$ cat src/rtl/fp_pkg.sv
// fp_pkg: constants and FSM state encoding shared by the sequential
// single-precision multiplier and its operand classifier.
package fp_pkg;
    localparam int BIAS = 127;
    localparam int EXP_W = 8;
    localparam int MAN_W = 23;
    localparam logic [31:0] QNAN = 32'h7FC0_0000;
    localparam logic [31:0] POS_INF = 32'h7F80_0000;
    typedef enum logic [2:0] {IDLE, MULT, NORM, ROUND, DONE} state_t;
endpackage

$ cat src/rtl/ks_vandana_fp_classify.sv
// ks_vandana_fp_classify: flags an unsigned exponent/fraction field as
// zero, denormal, infinity or NaN.
module ks_vandana_fp_classify
    import fp_pkg::*;
#(
    parameter int MAN_W = 23,
    parameter int EXP_W = 8
) (
    input  logic [EXP_W+MAN_W-1:0] i_x,
    output logic                   o_zero,
    output logic                   o_inf,
    output logic                   o_nan,
    output logic                   o_denorm
);
    logic w_exp_max, w_exp_min, w_frac_nz;

    assign w_exp_max = &i_x[EXP_W+MAN_W-1:MAN_W];
    assign w_exp_min = ~|i_x[EXP_W+MAN_W-1:MAN_W];
    assign w_frac_nz = |i_x[MAN_W-1:0];
    assign o_zero    = w_exp_min & ~w_frac_nz;
    assign o_denorm  = w_exp_min & w_frac_nz;
    assign o_inf     = w_exp_max & ~w_frac_nz;
    assign o_nan     = w_exp_max & w_frac_nz;
endmodule

$ cat src/rtl/ks_vandana_fp_mul_seq.sv
// ks_vandana_fp_mul_seq: single-precision multiplier using a one-bit-per-cycle
// shift-add mantissa product; every operation takes the same 26 cycles.
module ks_vandana_fp_mul_seq
    import fp_pkg::*;
#(
    parameter int MAN_W = 23,
    parameter int EXP_W = 8
) (
    input  logic                   clk,
    input  logic                   rst_n,
    input  logic [EXP_W+MAN_W:0]   a,
    input  logic [EXP_W+MAN_W:0]   b,
    input  logic                   start,
    output logic                   busy,
    output logic                   done,
    output logic [EXP_W+MAN_W:0]   c
);
    localparam int W  = EXP_W + MAN_W + 1;
    localparam int MW = MAN_W + 1;
    localparam int PW = 2 * MW;
    localparam int EW = EXP_W + 2;
    localparam int CW = $clog2(MW + 1);
    localparam logic [EW-1:0] EXP_MAX = EW'((1 << EXP_W) - 1);

    state_t          r_state, w_next;
    logic [PW-1:0]   r_mcand, r_acc;
    logic [MW-1:0]   r_mplier;
    logic [CW-1:0]   r_cnt;
    logic            r_sign, r_special;
    logic [EW-1:0]   r_exp;
    logic [W-1:0]    r_spec_val, r_c;

    logic            w_a_zero, w_a_inf, w_a_nan, w_a_den;
    logic            w_b_zero, w_b_inf, w_b_nan, w_b_den;
    logic            w_az, w_bz, w_sign, w_nan, w_inf, w_special;
    logic [W-1:0]    w_spec_val, w_result;
    logic [EW-1:0]   w_exp_in, w_exp_r;
    logic [MW-1:0]   w_mant;
    logic [MW:0]     w_rnd;
    logic [MAN_W-1:0] w_frac;
    logic            w_guard, w_rbit, w_sticky, w_up, w_ovf, w_unf;

    ks_vandana_fp_classify #(.MAN_W(MAN_W), .EXP_W(EXP_W)) u_cls_a (
        .i_x(a[W-2:0]), .o_zero(w_a_zero), .o_inf(w_a_inf), .o_nan(w_a_nan), .o_denorm(w_a_den)
    );
    ks_vandana_fp_classify #(.MAN_W(MAN_W), .EXP_W(EXP_W)) u_cls_b (
        .i_x(b[W-2:0]), .o_zero(w_b_zero), .o_inf(w_b_inf), .o_nan(w_b_nan), .o_denorm(w_b_den)
    );

    // Denormals collapse to zero before the special-case decision.
    assign w_az       = w_a_zero | w_a_den;
    assign w_bz       = w_b_zero | w_b_den;
    assign w_sign     = a[W-1] ^ b[W-1];
    assign w_nan      = w_a_nan | w_b_nan | (w_a_inf & w_bz) | (w_b_inf & w_az);
    assign w_inf      = w_a_inf | w_b_inf;
    assign w_special  = w_nan | w_inf | w_az | w_bz;
    assign w_spec_val = w_nan ? QNAN[W-1:0] : w_inf ? {w_sign, POS_INF[W-2:0]} : {w_sign, (W-1)'(0)};
    assign w_exp_in   = EW'(a[W-2:MAN_W]) + EW'(b[W-2:MAN_W]) - EW'(BIAS);

    // After NORM the leading one always sits at PW-2.
    assign w_mant   = r_acc[PW-2 -: MW];
    assign w_guard  = r_acc[PW-2-MW];
    assign w_rbit   = r_acc[PW-3-MW];
    assign w_sticky = |r_acc[PW-4-MW:0];
    assign w_up     = w_guard & (w_rbit | w_sticky | w_mant[0]);
    assign w_rnd    = {1'b0, w_mant} + (MW+1)'(w_up);
    assign w_frac   = w_rnd[MW] ? w_rnd[MAN_W:1] : w_rnd[MAN_W-1:0];
    assign w_exp_r  = r_exp + EW'(w_rnd[MW]);
    assign w_ovf    = $signed(w_exp_r) >= $signed(EXP_MAX);
    assign w_unf    = w_exp_r[EW-1] | (w_exp_r == '0);
    assign w_result = r_special ? r_spec_val :
                      w_ovf     ? {r_sign, POS_INF[W-2:0]} :
                      w_unf     ? {r_sign, (W-1)'(0)} :
                                  {r_sign, w_exp_r[EXP_W-1:0], w_frac};

    always_ff @(posedge clk or negedge rst_n) begin
        if (!rst_n) r_state <= IDLE;
        else        r_state <= w_next;
    end

    always_comb begin
        w_next = r_state;
        case (r_state)
            IDLE:    w_next = start ? MULT : IDLE;
            MULT:    w_next = (r_cnt == CW'(MW - 1)) ? NORM : MULT;
            NORM:    w_next = ROUND;
            ROUND:   w_next = DONE;
            DONE:    w_next = IDLE;
            default: w_next = IDLE;
        endcase
    end

    always_ff @(posedge clk or negedge rst_n) begin
        if (!rst_n) begin
            r_mcand    <= '0;
            r_mplier   <= '0;
            r_acc      <= '0;
            r_cnt      <= '0;
            r_sign     <= 1'b0;
            r_exp      <= '0;
            r_special  <= 1'b0;
            r_spec_val <= '0;
            r_c        <= '0;
        end else begin
            case (r_state)
                IDLE: if (start) begin
                    r_mcand    <= PW'({1'b1, a[MAN_W-1:0]});
                    r_mplier   <= {1'b1, b[MAN_W-1:0]};
                    r_acc      <= '0;
                    r_cnt      <= '0;
                    r_sign     <= w_sign;
                    r_exp      <= w_exp_in;
                    r_special  <= w_special;
                    r_spec_val <= w_spec_val;
                end
                MULT: begin
                    if (r_mplier[0]) r_acc <= r_acc + r_mcand;
                    r_mcand  <= r_mcand << 1;
                    r_mplier <= r_mplier >> 1;
                    r_cnt    <= (r_cnt == CW'(MW)) ? r_cnt : r_cnt + CW'(1);
                end
                // The bit shifted out folds into the sticky region.
                NORM: if (r_acc[PW-1]) begin
                    r_acc <= {1'b0, r_acc[PW-1:2], r_acc[1] | r_acc[0]};
                    r_exp <= r_exp + EW'(1);
                end
                ROUND:   r_c <= w_result;
                default: ;
            endcase
        end
    end

    assign busy = (r_state == MULT) | (r_state == NORM) | (r_state == ROUND);
    assign done = r_state == DONE;
    assign c    = r_c;
endmodule

$ cat config.mk
export PLATFORM = sky130hd
export DESIGN_NAME = ks_vandana_fp_mul_seq
export DESIGN_NICKNAME = d
export VERILOG_FILES = /design/src/rtl/fp_pkg.sv /design/src/rtl/ks_vandana_fp_classify.sv /design/src/rtl/ks_vandana_fp_mul_seq.sv
export SDC_FILE = /design/constraint.sdc
export NUM_CORES = 1
export LEC_CHECK = 0
export BUFFER_PORTS_ARGS = -buffer_cell sky130_fd_sc_hd__buf_2
export CORE_MARGIN = 3
export CORE_UTILIZATION = 40
export DETAILED_ROUTE_END_ITERATION = 12
export GPL_TIMING_DRIVEN = 0
export HOLD_SLACK_MARGIN = 0.08
export PLACE_DENSITY_LB_ADDON = 0.25
export SLEW_MARGIN = 20
export SYNTH_ARGS = -nofsm -noshare
export SYNTH_HDL_FRONTEND = slang
export SYNTH_SLANG_ARGS = --single-unit
export TNS_END_PERCENT = 10
$ cat constraint.sdc
create_clock -name clk -period 4.5 [get_ports clk]
set_input_delay 0.45 -clock clk [delete_from_list [all_inputs] [get_ports clk]]
set_output_delay 0.45 -clock clk [all_outputs]
set_load 0.03 [all_outputs]
Yosys cells after proc, flatten, opt, wreduce, memory -nomap -nowiden

Cells that the tools add are included.

Divide/modulo/power cells: 0
Reductions and logical operators: 20
$mul: 0
Bitwise gates (word level): 29
Multiplexer cells: 23
$lt $le $gt $ge: 1
Equality and inequality tests: 10
Add/subtract/negate cells: 7
Shifts and indexed selects: 0

Operator list:

| cell                                                               | number |
|---|---|
| two-way mux 48 bit                                                 | 3 |
| case mux 48 bit (3 select lines)                                   | 1 |
| case mux 48 bit (2 select lines)                                   | 1 |
| two-way mux 31 bit                                                 | 3 |
| two-way mux 32 bit                                                 | 2 |
| adder 48 bit                                                       | 1 |
| case mux 24 bit (2 select lines)                                   | 1 |
| two-way mux 47 bit                                                 | 1 |
| OR reduction 23 bit                                                | 2 |
| adder 24 x 1 -> 25 bit                                             | 1 |
| two-way mux 24 bit                                                 | 1 |
| two-way mux 23 bit                                                 | 1 |
| OR reduction 21 bit                                                | 1 |
| two-way mux 10 bit                                                 | 2 |
| case mux 10 bit (2 select lines)                                   | 1 |
| AND reduction 8 bit                                                | 2 |
| OR reduction 8 bit                                                 | 2 |
| bitwise OR 1 bit                                                   | 15 |
| case mux 3 bit (4 select lines)                                    | 1 |
| bitwise AND 1 bit                                                  | 11 |
| adder 10 x 1 -> 10 bit                                             | 1 |
| adder 10 x 1 -> 10 bit, second input constant                      | 1 |
| == test 5 bit, second input constant                               | 2 |
| greater-or-equal comparator 10 x 9 -> 1 bit, second input constant | 1 |
| other kinds (21)                                                   | 32 |

Memories kept: 0
Bits in registers: 204
Memory bits (read-only): 0
Word-level logic and storage cells: 101
Bits in latches: 0
RAM bits: 0
Input port bits: 67
Output and inout bits: 34

Longest topological paths before layout

Gate-level depths: netlist of the first run.

Word-level depth: 11
Gate-level depth with buffers: 20
Mapped depth without buffers: 20

By module

Synthesis of the first run repeated with hierarchy kept, for this count alone.

Cell total of the unflattened synthesis: 1363
Area total of the unflattened synthesis: 11533.6 µm²

By module, submodules not included:

| module                 | cells an instance | times used | area an instance (µm²) |
|---|---|---|---|
| ks_vandana_fp_mul_seq  | 1323              | 1          | 11263.3 |
| ks_vandana_fp_classify | 20                | 2          | 135.1 |

Least setup slack after synthesis of the first run

Ideal clock, no wire load.

Path type: reg-to-reg
Start: register r_acc[23]
End: register r_c[11] (netlist: c[11])
Buffers on the path: 0
Path slack: 511 ps
Cell stages (with the launch flop): 20
Arrival: 3858 ps
Required time: 4369 ps
Period minus slack after synthesis: 3989 ps
Path through: dfrtp_1 and2_1 ha_1 and3_1 nand2_1 nor2_1 nand3_1 nor3_1 nand2_1 clkinv_1 ha_1 ha_1 nand3_1 nor2_1 xnor2_1 or4_1 o21ai_0 nor3_2 nand2_1 o21ai_0

Cells in the longest elaborated chain, start to end: 9
Elaborated cells between the ends (all ways): 11
Classes of those cells: add/sub (2); order compare (1); mux (4); bitwise (3); reduce/logical (1)

RTL lines:

| what                                                                           | line                         | RTL |
|---|---|---|
| from (decl)                                                                    | ks_vandana_fp_mul_seq.sv:26  | `logic [PW-1:0] r_mcand, r_acc;` |
| from (signal assigned)                                                         | ks_vandana_fp_mul_seq.sv:117 | `if (r_mplier[0]) r_acc <= r_acc + r_mcand;` |
| from (signal assigned)                                                         | ks_vandana_fp_mul_seq.sv:124 | `r_acc <= {1'b0, r_acc[PW-1:2], r_acc[1] \| r_acc[0]};` |
| bitwise OR 1 bit                                                               | ks_vandana_fp_mul_seq.sv:65  | `assign w_up = w_guard & (w_rbit \| w_sticky \| w_mant[0]);` |
| bitwise AND 1 bit                                                              | ks_vandana_fp_mul_seq.sv:65  |  |
| adder 24 x 1 -> 25 bit (*)                                                     | ks_vandana_fp_mul_seq.sv:66  | `assign w_rnd = {1'b0, w_mant} + (MW+1)'(w_up);` |
| parallel branches: the longest is 4 deep, another holds adder 10 x 1 -> 10 bit | -                            |  |
| two-way mux 31 bit (*)                                                         | ks_vandana_fp_mul_seq.sv:72  | `w_ovf ? {r_sign, POS_INF[W-2:0]} :` |
| two-way mux 32 bit (*)                                                         | ks_vandana_fp_mul_seq.sv:71  | `assign w_result = r_special ? r_spec_val :` |
| to (signal assigned)                                                           | ks_vandana_fp_mul_seq.sv:127 | `ROUND: r_c <= w_result;` |
| to (decl)                                                                      | ks_vandana_fp_mul_seq.sv:31  | `logic [W-1:0] r_spec_val, r_c;` |

Mark *: on every way between the ends.
A chain may end at the register's enable or synchronous reset.

Final worst setup path of the first run

Start: register r_acc[23]
End: register r_c[10] (netlist: c[10])

Same word-level chain as after synthesis.

==> results.py, run 1 <==
metrics = {
    "global_routing": {
        "grt_overflow": 0,
        "grt_pass1_vias": 10262,
        "antenna_found_initial": 0,
        "grt_use_total_pct": 21.7,
        "grt_pass1_wl_um": 54300,
        "grt_start_max_net_pins": 95,
    },
    "critical_path": {
        "crit_fanout": 9,
        "crit_path_start_kind": "register",
        "endpoint_kind": "register",
        "slowest_stage": "or4_1",
        "cp_cell_sequence": "and2_2 > ha_1 > and3_1 > nand2_1 > nor2_2 > nand3_1 > nor3_4 > nand2_2 > clkinv_2 > ha_1 > ha_1 > nand3_1 > nor2_2 > xnor2_1 > or4_1 > o21ai_2 > nor3_4 > buf_4 > a22o_1",
        "crit_top_cell": "ha_1",
        "required_ps": 4830,
        "max_stage_delay_ps": 540,
        "arrival_ps": 4560,
        "criticalPathCategory": "register to register",
    },
    "layout": {
        "ff_latch_area_um2": 4380,
        "layout.nets": 1615,
        "utilization_pct": 47.0,
        "area_delta_synth_final_pct": 14.8,
        "final_area_um2": 13200,
        "finalNonFillerCells": 1868,
        "fillers": 2833,
        "layout-drive-gt1-share_pct": 12.5,
        "multi_input_area_um2": 6740,
        "num_antenna_cells": 0,
    },
    "place": {
        "dp.cells": 1832,
        "place_congestion": 0.940,
        "post-place-ws_ps": -500,
        "numPortBuffers": 100,
        "place_area_um2": 12500,
        "dpl.hpwl_um": 24800,
    },
    "clocking": {
        "cts_tree": "built",
        "htreeDepth": 4,
        "cts-root-buf": "clkbuf_16",
        "cts_buffer_depth": 2,
        "cts-buffers-inserted": 17,
        "clk_pin_slew_ps": 80,
        "clock_latency_ps": 440,
        "cts.sinks": 175,
    },
    "sta": {
        "fin_ws_ps": 268,
        "timing.setup.tns_ps": 0,
        "setup-violations-final": 0,
        "relSlewSlack_pct": 39.1,
        "slew_viol_final": 0,
        "worst_slew_pin_slew_ps": 912,
        "finalHoldViolCount": 0,
        "max_clock_freq_mhz": 236,
        "finClkSkew_ps": 15.0,
        "period_share_pct": 94.0,
        "whs_ps": 296,
        "period_needed_ps": 4230,
    },
    "floorplanning": {
        "rows": 61,
        "dieArea_um2": 30800,
        "die_h_um": 176,
        "ioPinCount": 101,
        "dieWidth_um": 176,
        "start_util_pct": 41.0,
        "core_um2": 28100,
    },
    "logic_synthesis": {
        "async_reset_ff_share_pct": 100,
        "synth.most_common_cell": "nor2_1",
        "netlist_area_um2": 11500,
        "synth_seq_area_share_pct": 38.1,
        "ys_warn_count": 0,
        "synth_cells": 1353,
        "synthTopCellsByCount": "nor2_1 (202), dfrtp_1 (175), nand2_1 (131)",
        "syn_area_per_cell_um2": 8.51,
        "synth_cell_types": 84,
        "synth_area_leaders": "dfrtp_1 (38%), ha_1 (7.5%), nor2_1 (6.6%), o21ai_0 (4.5%), a21oi_1 (4.4%)",
        "synth_edf_count": 0,
        "yosys_most_used_dff": "dfrtp_1",
        "yosysTopAreaCellShare_pct": 38.1,
        "synth_top_area_cell": "dfrtp_1",
        "ys_seq_elements": 175,
        "synth_nets": 1491,
    },
    "routing": {
        "routedWlPerCell_um": 17.7,
        "drc": 0,
        "viasPerCell": 5.69,
        "ant_nets": 0,
        "routed_wl_um": 33100,
        "dr_total_vias": 10620,
        "drtPass1Iterations": 5,
        "dr.first_iter.drc_count": 833,
    },
    "power": {
        "power-per-cell-area_nw_per_um2": 901,
        "power_mw": 11.9,
        "peakVddDrop_uv": 360,
        "p_leak_nw": 5.98,
    },
    "run": {
        "maxCapViolCount": 0,
    },
    "status": {
        "outcome": "finished clean",
    },
    "min_path": {
        "hp-class": "primary input to register",
    },
}
==> cell usage in the layout, fill, tap and decap left out, types with 4 or more instances in the layout <==
cell | synthesis | routed
clkbuf_1 | 54 | 54
buf_1 | 9 | 9
clkbuf_16 | 0 | 17
buf_2 | 0 | 99
o21ai_0 | 103 | 102
ha_1 | 69 | 69
xnor2_1 | 46 | 46
and2_1 | 10 | 9
nand2b_1 | 11 | 11
nand3b_1 | 5 | 5
nor2_1 | 202 | 200
clkinv_4 | 0 | 4
o22a_1 | 8 | 8
o22ai_1 | 51 | 51
nand2_1 | 131 | 129
nand3_1 | 30 | 30
a31oi_1 | 13 | 13
nand4_1 | 23 | 23
a21oi_1 | 102 | 102
or2_2 | 6 | 6
a21o_1 | 30 | 30
nor3_1 | 12 | 11
o211ai_1 | 4 | 4
inv_1 | 25 | 25
nor2b_1 | 10 | 10
dfrtp_1 | 175 | 173
a22o_1 | 34 | 34
nor4_1 | 21 | 21
a221oi_1 | 6 | 6
xor2_1 | 28 | 28
o21bai_1 | 9 | 9
inv_6 | 0 | 4
clkbuf_8 | 5 | 5
mux2i_1 | 4 | 4
o21a_1 | 9 | 9
o31ai_1 | 7 | 7
and3_1 | 13 | 13
==> per-layer routing <==
metal	track usage (%)	routed length, um
met1	31.4	15700
met2	34.4	15200
met3	3.24	1680
met4	5.44	453
met5	0	0
==> final cells by class <==
| cell class | instances | area share [%] |
|---|---|---|
| Buffer | 71 | 2.57 |
| Sequential cell | 175 | 33.2 |
| Tap cell | 378 | 3.58 |
| Timing Repair Buffer | 105 | 4.32 |
| Inverter | 27 | 0.777 |
| Multi-Input combinational cell | 1080 | 51.0 |
| Clock buffer | 17 | 3.22 |
| Clock inverter | 15 | 1.34 |
==> path summary, 6_finish.rpt <==
kind,from,end,depth (start not counted),slack [ps]
worst max-delay path,r_acc[23],c[10],19,270
max in group asynchronous,rst_n,r_acc[22],3,2950
min in group asynchronous,rst_n,r_exp[5],2,570
worst min-delay path,b[19],r_mplier[19],3,300
worst min register to register,r_sign,r_sign,2,480
worst max register to register,r_acc[23],c[10],19,270
==> cells by family (layout without fill, tap and decap cells) <==
family	count (synthesis)	in the layout	synth area share, %
flops	175	175	38.1
buf+inv	98	235	3.83
mux	5	5	0.446
fa+ha+maj	71	71	7.85
compound gates	430	430	24.2
xor+xnor	74	74	5.63
simple gates	500	500	20.0
==> critical path, delay by kind of cell, from the launching register on <==
family / cells / cell delay, ps
AOI/OAI and AO/OA: 2 / 390
and+or+nand+nor: 11 / 2290
buffers and inverters: 2 / 330
DFF: 1 / 420
xor gates and xnor gates: 1 / 80
adders and majority gates: 3 / 600
==> state kept, by name, indices dropped and copies added (netlist names) <==
signal	flops
r_acc	48
r_state	3
r_cnt	5
c	32
r_mcand	48
r_sign	1
r_spec_val	3
r_exp	10
r_mplier	24
r_special	1
==> power by group <==
group / switching, mW / total, mW / internal (mW)
sequential: 0.808 / 3.16 / 2.35
clock: 0.734 / 1.53 / 0.794
combinational: 4.30 / 7.22 / 2.92
total: 5.84 / 11.9 / 6.06
==> repair_timing <==
action | 4_1_cts | 5_1_grt
gates resized for setup | 10 | 7
gates cloned | 0 | 0
setup endpoints to repair | 30 | 30
endpoints found under the hold margin | 81 | 0
hold buffers | 1 | 0
pin swaps | 1 | 3
setup buffers | 0 | 3
Note: power is estimated with default switching activity, not from simulation.
==> run 2: changes to the inputs <==
--- a/config.mk
+++ b/config.mk
@@ -5,6 +5,7 @@
 export SDC_FILE = /design/constraint.sdc
 export NUM_CORES = 1
 export LEC_CHECK = 0
+export ABC_CLOCK_PERIOD_IN_PS = 3400
 export BUFFER_PORTS_ARGS = -buffer_cell sky130_fd_sc_hd__buf_2
 export CORE_MARGIN = 3
 export CORE_UTILIZATION = 40
==> constraint.sdc (replaced) <==
create_clock -name clk -period 3.4 [get_ports clk]
set_input_delay 0.34 -clock clk [delete_from_list [all_inputs] [get_ports clk]]
set_output_delay 0.34 -clock clk [all_outputs]
set_load 0.03 [all_outputs]
==> run 2 against run 1 <==
Against the previous run:
- die area unchanged
- clock power increased by 35%
- cell area increased by 2.5%
- register-to-register slack got worse by 250 ps
- global-route usage increased by 0.17 points
- worst hold slack got worse by 120 ps
- utilization increased by 1.2 points
- first-iteration DRC count increased by 0.24%
- routed wire length increased by 1.9%
- clock skew decreased by 1.0 ps
- fmax increased by 25%
- flip-flop and latch count unchanged
- largest power group unchanged
==> results.py, run 2 (synthesis gave the netlist of run 1 again) <==
metrics = {
    "floorplanning": {
        "rows": 61,
        "start_util_pct": 41.0,
        "die_h_um": 176,
        "dieArea_um2": 30800,
        "ioPinCount": 101,
        "dieWidth_um": 176,
        "core_um2": 28100,
    },
    "global_routing": {
        "grt_use_total_pct": 21.9,
        "antenna_found_initial": 1,
        "grt_overflow": 0,
        "grt_start_max_net_pins": 94,
        "grt_pass1_vias": 10360,
        "grt_pass1_wl_um": 54700,
    },
    "sta": {
        "finClkSkew_ps": 14.0,
        "period_needed_ps": 3390,
        "relSlewSlack_pct": 39.7,
        "period_share_pct": 99.6,
        "rsz0062_at_grt": "yes",
        "setup-violations-final": 0,
        "worst_slew_pin_slew_ps": 903,
        "slew_viol_final": 0,
        "finalHoldViolCount": 0,
        "max_clock_freq_mhz": 295,
    },
    "place": {
        "place_congestion": 0.905,
        "dp.cells": 1832,
        "dpl.hpwl_um": 25000,
        "numPortBuffers": 100,
    },
    "layout": {
        "fillers": 2789,
        "area_delta_synth_final_pct": 17.7,
        "layout_common_cells": "nor2_1 (200), dfrtp_1 (174), nand2_1 (128), a21oi_1 (101), o21ai_0 (100)",
        "layout-drive-gt1-share_pct": 14.4,
        "layout.nets": 1628,
        "utilization_pct": 48.2,
        "mostFrequentLayoutCell": "nor2_1",
        "finalNonFillerCells": 1881,
    },
    "routing": {
        "dr_total_vias": 10742,
        "routed_wl_um": 33700,
        "dr.first_iter.drc_count": 835,
        "ant_nets": 0,
        "drtPass1Iterations": 5,
        "routedWlPerCell_um": 17.9,
        "viasPerCell": 5.71,
        "drc": 0,
    },
    "clocking": {
        "htreeDepth": 4,
        "cts-buffers-inserted": 17,
        "clk_pin_slew_ps": 70,
        "clock_latency_ps": 440,
        "cts_buffer_depth": 2,
        "cts-root-buf": "clkbuf_16",
        "cts.sinks": 175,
        "cts_tree": "built",
    },
    "critical_path": {
        "crit_fanout": 5,
        "arrival_ps": 3690,
        "cp_cell_sequence": "ha_1 > a211oi_1 > o21ai_4 > o2111ai_1 > a2111o_1 > o211ai_1 > o221ai_2 > o41ai_4 > a311oi_1 > xor2_1 > o22ai_1",
        "max_stage_delay_ps": 450,
        "criticalPathCategory": "register to register",
        "crit_buf_inv": 0,
        "reg2reg_slack_ps": 10,
        "endpoint_kind": "register",
        "required_ps": 3710,
        "crit_path_start_kind": "register",
        "critPathTopFamily": "compound AO/OA/AOI/OAI gates",
        "slowest_stage": "dfrtp_1",
    },
    "status": {
        "outcome": "finished clean",
    },
    "power": {
        "peakVddDrop_uv": 484,
        "power_mw": 16.2,
        "p_leak_nw": 6.14,
        "power-per-cell-area_nw_per_um2": 1200,
    },
    "min_path": {
        "hp-class": "primary input to register",
    },
    "run": {
        "maxCapViolCount": 0,
    },
}
==> run 2: changes by cell type in the layout (fill, tap and decap cells not counted), moves of 3 or more <==
cell        previous run  this run
o41ai_4                0         3
ha_4                   0         3
ha_1                  69        66
buf_4                  3        14
clkinvlp_4             0         3
==> run 2: metrics by stage <==
step	setup slack (ps)	hold WS [ps]	area [um2]	TNS, ps
6_report	15.0	174	13500	0
3_5_place_dp	-516	387	12600	-14960
2_1_floorplan	5.01	44.4	11600	0
4_1_cts	-65.9	155	13500	-878
5_1_grt	-143	166	13500	-2660
3_3_place_gp	-930	461	12600	-173500
==> run 2: repair_timing <==
action | 4_1_cts | 5_1_grt
resized for setup | 24 | 13
endpoints found under the setup margin | 41 | 43
buffers inserted | 14 | 2
hold buffers | 1 | 0
pin swaps | 15 | 13
hold endpoints to repair | 82 | 0
==> run 2: layout make-up <==
| cell class | count | area [um2] | share of cell area (%) |
|---|---|---|---|
| Clock buffer | 17 | 425 | 3.14 |
| Multi-Input combinational cell | 1080 | 6970 | 51.4 |
| Clock inverter | 14 | 176 | 1.30 |
| Inverter | 27 | 106 | 0.785 |
| Sequential cell | 175 | 4380 | 32.3 |
| Buffer | 71 | 339 | 2.50 |
| Tap cell | 378 | 473 | 3.49 |
| Timing Repair Buffer | 118 | 676 | 4.99 |
| Antenna cell | 1 | 2.50 | 0.0185 |
==> run 2: path summary, 6_finish.rpt <==
check,start,endpoint,depth (start not counted)
worst max-delay path,r_acc[1],r_acc[43],11
worst min-delay path,a[0],r_mcand[0],2
worst max register to register,r_acc[1],r_acc[43],11
worst min register to register,c[15],c[15],2
max in group asynchronous,rst_n,r_acc[24],3
min in group asynchronous,rst_n,r_exp[5],2
==> run 2: layer usage <==
metal / up-vias / track usage (%) / wire [um]
li1: 5214 / - / -
met1: 5204 / 31.2 / 16000
met2: 282 / 34.6 / 15500
met3: 42 / 2.79 / 1630
met4: 0 / 7.09 / 579
met5: - / 0 / 0
==> run 2: worst register-to-register path: cells and delay by family (launching register included) <==
kind	cells	cell delay, ps
AO/OA/AOI/OAI	9	2260
flip-flops	1	450
adder cells (fa/ha/maj)	1	320
XOR/XNOR	1	210
==> run 2: where the power goes <==
part	switching, mW	total (mW)	internal [mW]	leakage (nW)
sequential	1.09	4.20	3.11	2.15
combinational	5.91	9.93	4.02	3.70
clock	0.951	2.06	1.11	0.285
